### src/rtl/io_port_pkg.sv
// io_port_pkg: shared definitions for the memory-mapped I/O port responder.
//   - Register offsets within the 16-byte window
//   - Bit positions inside STATUS and CTRL
//   - Bus-response FSM state encoding
package io_port_pkg;

    localparam logic [3:0] OFF_OUT    = 4'h0;
    localparam logic [3:0] OFF_IN     = 4'h4;
    localparam logic [3:0] OFF_STATUS = 4'h8;
    localparam logic [3:0] OFF_CTRL   = 4'hC;

    localparam int unsigned STATUS_IN_CHANGED_BIT = 0;
    localparam int unsigned CTRL_IRQ_EN_BIT       = 0;

    typedef enum logic [0:0] {
        IDLE,
        RESP
    } stateT;

endpackage

### src/rtl/input_sync_detect.sv
// input_sync_detect: brings an asynchronous input bus into the clock domain and
// flags any change in its synchronized value.
//   clk      system clock
//   reset    synchronous, active-high reset
//   portIn   asynchronous input pins
//   syncVal  synchronized input (second synchronizer stage)
//   changed  high while syncVal differs from its value one cycle earlier
module input_sync_detect #(
    parameter int unsigned IN_WIDTH = 8
) (
    input  logic                clk,
    input  logic                reset,
    input  logic [IN_WIDTH-1:0] portIn,
    output logic [IN_WIDTH-1:0] syncVal,
    output logic                changed
);

    logic [IN_WIDTH-1:0] sync1;
    logic [IN_WIDTH-1:0] sync2;
    logic [IN_WIDTH-1:0] prev;

    always_ff @(posedge clk) begin
        if (reset) begin
            sync1 <= '0;
            sync2 <= '0;
            prev  <= '0;
        end else begin
            sync1 <= portIn;
            sync2 <= sync1;
            prev  <= sync2;
        end
    end

    assign syncVal = sync2;
    assign changed = (sync2 != prev);

endmodule

### src/rtl/io_port_responder.sv
// io_port_responder: bus target for the 16-byte I/O window at BASE_ADDR.
//   Register map: 0x0 OUT (rw), 0x4 IN (ro), 0x8 STATUS (bit0 sticky change flag,
//   clear-on-read), 0xC CTRL (bit0 irq enable).
//   clk       system clock
//   reset     synchronous, active-high reset
//   req/we/addr/wdata   bus request, accepted in IDLE
//   ack/err/rdata       one-cycle response, the cycle after accept
//   port_in   asynchronous input pins
//   port_out  output port register
//   irq       registered (in_changed & irq_en)
module io_port_responder
    import io_port_pkg::*;
#(
    parameter int unsigned DATA_WIDTH = 32,
    parameter int unsigned IN_WIDTH   = 8,
    parameter logic [31:0] BASE_ADDR  = 32'h1001_0000
) (
    input  logic                  clk,
    input  logic                  reset,
    input  logic                  req,
    input  logic                  we,
    input  logic [31:0]           addr,
    input  logic [DATA_WIDTH-1:0] wdata,
    output logic                  ack,
    output logic                  err,
    output logic [DATA_WIDTH-1:0] rdata,
    input  logic [IN_WIDTH-1:0]   port_in,
    output logic [DATA_WIDTH-1:0] port_out,
    output logic                  irq
);

    stateT                 state;
    logic                  ackReg;
    logic                  errReg;
    logic [DATA_WIDTH-1:0] rdataReg;
    logic [DATA_WIDTH-1:0] portOutReg;
    logic                  irqEn;
    logic                  inChanged;
    logic                  irqReg;

    logic [IN_WIDTH-1:0]   syncVal;
    logic                  changed;

    logic [3:0]            offset;
    logic                  addrOk;
    logic                  accept;
    logic                  statusClear;
    logic [DATA_WIDTH-1:0] readValue;

    input_sync_detect #(
        .IN_WIDTH(IN_WIDTH)
    ) uSync (
        .clk    (clk),
        .reset  (reset),
        .portIn (port_in),
        .syncVal(syncVal),
        .changed(changed)
    );

    always_comb begin
        offset      = addr[3:0];
        addrOk      = (addr[31:4] == BASE_ADDR[31:4]) && (addr[1:0] == 2'b00);
        accept      = (state == IDLE) && req;
        statusClear = accept && addrOk && !we && (offset == OFF_STATUS);

        readValue = '0;
        case (offset)
            OFF_OUT:    readValue = portOutReg;
            OFF_IN:     readValue = {{(DATA_WIDTH-IN_WIDTH){1'b0}}, syncVal};
            OFF_STATUS: readValue[STATUS_IN_CHANGED_BIT] = inChanged;
            OFF_CTRL:   readValue[CTRL_IRQ_EN_BIT] = irqEn;
            default:    readValue = '0;
        endcase
    end

    always_ff @(posedge clk) begin
        if (reset) begin
            state      <= IDLE;
            ackReg     <= 1'b0;
            errReg     <= 1'b0;
            rdataReg   <= '0;
            portOutReg <= '0;
            irqEn      <= 1'b0;
            inChanged  <= 1'b0;
            irqReg     <= 1'b0;
        end else begin
            irqReg <= inChanged & irqEn;

            // A detection on the clearing edge wins over the clear.
            if (changed) begin
                inChanged <= 1'b1;
            end else if (statusClear) begin
                inChanged <= 1'b0;
            end

            case (state)
                IDLE: begin
                    if (req) begin
                        state    <= RESP;
                        ackReg   <= 1'b1;
                        errReg   <= !addrOk;
                        rdataReg <= (addrOk && !we) ? readValue : '0;
                        if (addrOk && we) begin
                            if (offset == OFF_OUT) begin
                                portOutReg <= wdata;
                            end
                            if (offset == OFF_CTRL) begin
                                irqEn <= wdata[CTRL_IRQ_EN_BIT];
                            end
                        end
                    end
                end
                RESP: begin
                    state    <= IDLE;
                    ackReg   <= 1'b0;
                    errReg   <= 1'b0;
                    rdataReg <= '0;
                end
                default: begin
                    state  <= IDLE;
                    ackReg <= 1'b0;
                end
            endcase
        end
    end

    // Reset during RESP must suppress the pending response within that cycle,
    // so the response outputs are masked by reset rather than waiting an edge.
    assign ack      = ackReg && !reset;
    assign err      = errReg && !reset;
    assign rdata    = reset ? '0 : rdataReg;
    assign port_out = portOutReg;
    assign irq      = irqReg;

endmodule

### config.mk
export PLATFORM = sky130hd
export DESIGN_NAME = io_port_responder
export DESIGN_NICKNAME = d
export VERILOG_FILES = /design/src/rtl/io_port_pkg.sv /design/src/rtl/input_sync_detect.sv /design/src/rtl/io_port_responder.sv
export SDC_FILE = /design/constraint.sdc
export NUM_CORES = 1
export LEC_CHECK = 0
export CORE_MARGIN = 10
export CORE_UTILIZATION = 46
export CTS_BUF_LIST = sky130_fd_sc_hd__clkbuf_4 sky130_fd_sc_hd__clkbuf_8
export DETAILED_ROUTE_END_ITERATION = 12
export PLACE_DENSITY = 0.82
export SLEW_MARGIN = 10
export SYNTH_ARGS = -nofsm -noshare
export SYNTH_HDL_FRONTEND = slang
export SYNTH_SLANG_ARGS = --single-unit
### constraint.sdc
create_clock -name clk -period 1.86 [get_ports clk]
set_input_delay 0.279 -clock clk [delete_from_list [all_inputs] [get_ports clk]]
set_output_delay 0.279 -clock clk [all_outputs]
set_load 0.05 [all_outputs]
# After elaboration in Yosys (flattened, before gate mapping)
# Cells that the tools add are included.
# word_totals
register_bits	94
latchBits	0
ram_bits	0
romBits	0
elab_cells	50
n_memories	0
# op_classes
n_addsub	0
multipliers	0
div_mod_pow	0
n_lt_le_gt_ge	0
n_eq_ne	6
n_shift	0
muxes	14
n_bitwise	2
reduce_logical	17
# op_table
operator	count
32-bit two-way mux	3
32-bit one-hot mux with 2 select lines	1
31-bit one-hot mux with 2 select lines	1
28-bit by 25-bit == test with 1-bit output (second input constant)	1
1-bit logical AND	9
4-bit == test (second input constant)	2
8-bit != test	1
4-bit AND reduction	2
1-bit one-hot mux with 2 select lines	3
1-bit two-way mux	5
4-bit by 3-bit == test with 1-bit output (second input constant)	1
4-bit zero test	1
1-bit one-hot mux with 4 select lines	1
1-bit zero test	3
2-bit zero test	1
2-bit != test (second input constant)	1
2-bit nonzero test	1
1-bit AND	1
1-bit inverter	1

# Depth between registers and ports, before layout
# Gate-level depths: netlist of run 1.
# logic_depth
ltp_word	7
ltp_mapped	6

# By module
# From an unflattened synthesis of run 1, not the netlist that was laid out.
# unflattened
hier_cells	431
area_unflattened_um2	4006.3
# modules_own_cells
mod	n_inst	cells_each	area_per_inst_um2
io_port_responder	1	370	3276.9
input_sync_detect	1	61	729.4

# Worst setup path after synthesis of run 1
# OpenSTA, ideal clock, no wires.
# synth_timing
path_kind	input to register
startpoint	input port reset
endpoint	register rdataReg[10]
setup_time_ps	63
arrival_time_ps	1659
slack_ps	139
cell_stages	4
path_buffers	2
path_cell_list	clkbuf_1 -> clkbuf_1 -> nor2b_1 -> a22o_1
# synth_rtl
item	line_no	text
start, declared	io_port_responder.sv:19	input logic reset,
end signal, assigned	io_port_responder.sv:102	rdataReg <= (addrOk && !we) ? readValue : '0;
end, declared	io_port_responder.sv:35	logic [DATA_WIDTH-1:0] rdataReg;

# Worst setup path after layout of run 1
# layout_timing
startpoint	register portOutReg[27], in the netlist port_out[27]
endpoint	output port port_out[27]
# layout_rtl
item	line_no	text
start, declared	io_port_responder.sv:36	logic [DATA_WIDTH-1:0] portOutReg;
start signal, assigned	io_port_responder.sv:105	portOutReg <= wdata;
end, declared	io_port_responder.sv:28	output logic [DATA_WIDTH-1:0] port_out,
# No word-level cell between the ends.

==> flow_metrics.env, run 1 <==
export IMPL_grt_max_degree=69
export IMPL_reg2regPathDepth=5
export IMPL_first_pass_iters=4
export IMPL_hpwl_mm=7.74
export IMPL_synthCells=360
export IMPL_synth_top_area_share_pct=48.1
export IMPL_grt_usage_pct=16.2
export IMPL_p_leak_nw=2.57
export IMPL_hold_violations=0
export IMPL_synth_area_sq_um=3910
export IMPL_final_instance_count_excl_fill=611
export IMPL_htree_num_levels=3
export IMPL_clkSlewWorstSetupHoldPaths_ns=0.08
export IMPL_crit_type="reg2out"
export IMPL_numPortBuffers=142
export IMPL_hold_class="in2reg"
export IMPL_hold_start="reset"
export IMPL_r2r_end="port_out[24]"
export IMPL_avgSynthCellArea_sq_um=10.9
export IMPL_dieHeight_um=112
export IMPL_cts_buffers=9
export IMPL_grt_pass1_wl_mm=16.8
export IMPL_yosys_cell_types_count=32
export IMPL_r2r_start="state"
export IMPL_slowest_stage="clkdlybuf4s50_1"
export IMPL_cts_root_buffer="clkbuf_8"
export IMPL_grt_pass1_vias=3201
export IMPL_slew_headroom_pct=64.3
export IMPL_irDropWorstVdd_mv=0.535
export IMPL_synth_xor_area_share_pct=1.79
export IMPL_crit_arrival_ns=1.54
export IMPL_ios=143
export IMPL_rows=33
export IMPL_whs_endpoint="uSync.prev[7]"
export IMPL_crit_path_end_kind="output pin"
export IMPL_layout_min_cycle_time_ns=1.82
export IMPL_total_power_mw=4.20
export IMPL_slowest_delay_ns=0.82
export IMPL_drt_iter0_markers=97
export IMPL_dieArea_sq_um=12600
export IMPL_critical_path_required_ns=1.58
export IMPL_area_delta_synth_final_pct=46.2
export IMPL_insertion_delay_ns=0.35
export IMPL_antenna_cells=0
export IMPL_core_area_sq_um=8260
export IMPL_antenna_found_initial=0
export IMPL_fin_nets=577
export IMPL_cts_buffer_depth=2
export IMPL_dp_cells=595
export IMPL_fin_ws_ns=0.0445
export IMPL_yosysTopAreaCell="dfxtp_1"
export IMPL_synth_seq_cells=94
export IMPL_hold_depth=3
export IMPL_worst_pin_slew_ns=0.535
export IMPL_gp_congestion=0.773
export IMPL_wl_per_cell_um=17.0
export IMPL_regToRegSetupSlack_ns=0.16
export IMPL_crit_path_max_fanout=3
export IMPL_fmax_mhz=551
export IMPL_synth_top_family_by_area="simple AND/OR/NAND/NOR gates"
export IMPL_crit_chain="clkdlybuf4s50_1"
export IMPL_start_util_pct=47.3
export IMPL_synth_compound_area_share_pct=9.51
export IMPL_cts_setup_buffers=0
export IMPL_drive_gt1_share_pct=16.4
export IMPL_path_delay_family="buffers and inverters"
export IMPL_synthMuxAreaShare_pct=9.03
export IMPL_final_max_slew_viol_count=0
export IMPL_pre_cts_slack_ns=-0.265
export IMPL_path_buf_inv=1
export IMPL_drc=0
export IMPL_ant_nets=0
export IMPL_power_density_nw_per_um2=735
export IMPL_cts_tree="built"
export IMPL_die_w_um=112
export IMPL_post_route_period_util_pct=97.6
export IMPL_yosysWarnings=0
export IMPL_cap_viol_max_count=0
export IMPL_skew_ns=0.00405
export IMPL_synth_fa_ha_area_share_pct=0
export IMPL_vias_per_cell=4.96
export IMPL_yosys_area_share_simple_pct=28.1
export IMPL_ys_seq_area_share_pct=48.1
export IMPL_syn_num_nets=436
export IMPL_final_setup_viol_count=0
export IMPL_overflow=0
export IMPL_critPathLaunchType="register"
export IMPL_vias=3032
export IMPL_drt_wl_total_mm=10.4
export IMPL_synth_area_top_cells="dfxtp_1 (48%), nand2b_1 (11%), nor2b_1 (9.3%), a22o_1 (8.7%), mux2i_1 (8.5%)"
export IMPL_status="complete, no violations"
export IMPL_whs_ns=0.413
export IMPL_cts_sinks=94
-- flip-flops by register name, indices dropped and copies added (netlist names) --
register	cells
port_out	32
rdataReg	32
uSync.prev	8
uSync.sync1	8
uSync.syncVal	8
ackReg	1
errReg	1
inChanged	1
irq	1
irqEn	1
state	1
-- per-layer routing --
layer	share of wire [%]	routed length, um	track usage, %
met2	52	5420	29.4
met1	40	4180	17.3
met3	5.4	565	4.85
met4	1.9	201	5.50
met5	0	0	0
-- layout by cell type, fill, tap and decap left out, types with 3 or more instances in the layout --
cell type	netlist	layout
nor4_4	3	3
bufinv_16	0	4
clkbuf_8	0	10
nand2b_1	66	66
nor2_1	5	3
mux2i_1	33	33
a22o_1	39	39
nor2b_1	58	58
clkdlybuf4s50_1	0	78
nor4_2	2	3
buf_12	0	4
dlymetal6s2s_1	0	21
dlygate4sd2_1	0	4
buf_4	0	46
xnor2_1	8	8
dfxtp_1	94	94
nand4_1	4	4
-- cell usage after synthesis, drive strengths merged --
master,instances
a211oi,1
a21bo,1
a21o,1
a22o,39
and3,1
and3b,2
buf,6
clkbuf,18
dfxtp,94
inv,2
mux2i,33
mux4,1
nand2,2
nand2b,66
nand4,5
nand4bb,1
nor2,5
nor2b,58
nor3,3
nor4,7
nor4b,4
nor4bb,1
o21ai,1
xnor2,8
-- where the power goes --
group | switching, mW | internal, mW
registers | 0.0132 | 2.04
clock network | 0.695 | 1.09
logic | 0.140 | 0.226
total | 0.848 | 3.35
-- cells by family after synthesis --
kind of cell	Yosys count
simple gates	155
flops	94
compound gates	43
mux	34
buf+inv	26
xor+xnor	8
-- timing repair --
action | in CTS | in global routing
setup endpoints to repair | 4 | 29
hold buffers | 0 | 0
pin swaps | 0 | 2
gates resized for setup | 4 | 24
-- through the flow --
| step | util (%) | setup TNS (ns) | area (sq um) |
|---|---|---|---|
| floorplan | - | 0 | 3910 |
| global placement | 65.1 | -11.35 | 5380 |
| detailed placement | 65.1 | -13.94 | 5380 |
| CTS | 68.4 | 0 | 5650 |
| global route | 69.2 | -0.0137 | 5710 |
| finish | 69.2 | 0 | 5710 |
-- worst max-delay path by stage --
stage	start	end	slack (ns)	cells after the start
floorplan	reset	rdataReg[10]	0.14	4
global placement	addr[9]	irqEn	-0.24	6
detailed placement	addr[14]	irqEn	-0.26	6
CTS	port_out[3]	port_out[3]	0.003	1
global route	port_out[27]	port_out[27]	-0.01	1
finish	port_out[27]	port_out[27]	0.04	1
-- cell type report --
| cell class | instances | area (sq um) |
|---|---|---|
| Clock buffer | 11 | 145 |
| Timing Repair Buffer | 154 | 1520 |
| Clock inverter | 5 | 129 |
| Inverter | 2 | 7.51 |
| Sequential cell | 94 | 1880 |
| Tap cell | 105 | 131 |
| Fill cell | 658 | 2540 |
| Multi-Input combinational cell | 240 | 1900 |
(Power assumes the default switching activity.)
==> run 2, diff against run 1 <==
--- a/config.mk
+++ b/config.mk
@@ -8,6 +8,7 @@
 export CORE_MARGIN = 10
 export CORE_UTILIZATION = 46
 export CTS_BUF_LIST = sky130_fd_sc_hd__clkbuf_4 sky130_fd_sc_hd__clkbuf_8
+export CTS_CLUSTER_SIZE = 14
 export DETAILED_ROUTE_END_ITERATION = 12
 export PLACE_DENSITY = 0.82
 export SLEW_MARGIN = 10
==> results of run 2 <==
Final layout, timing and power as in run 1 (identical DEF).
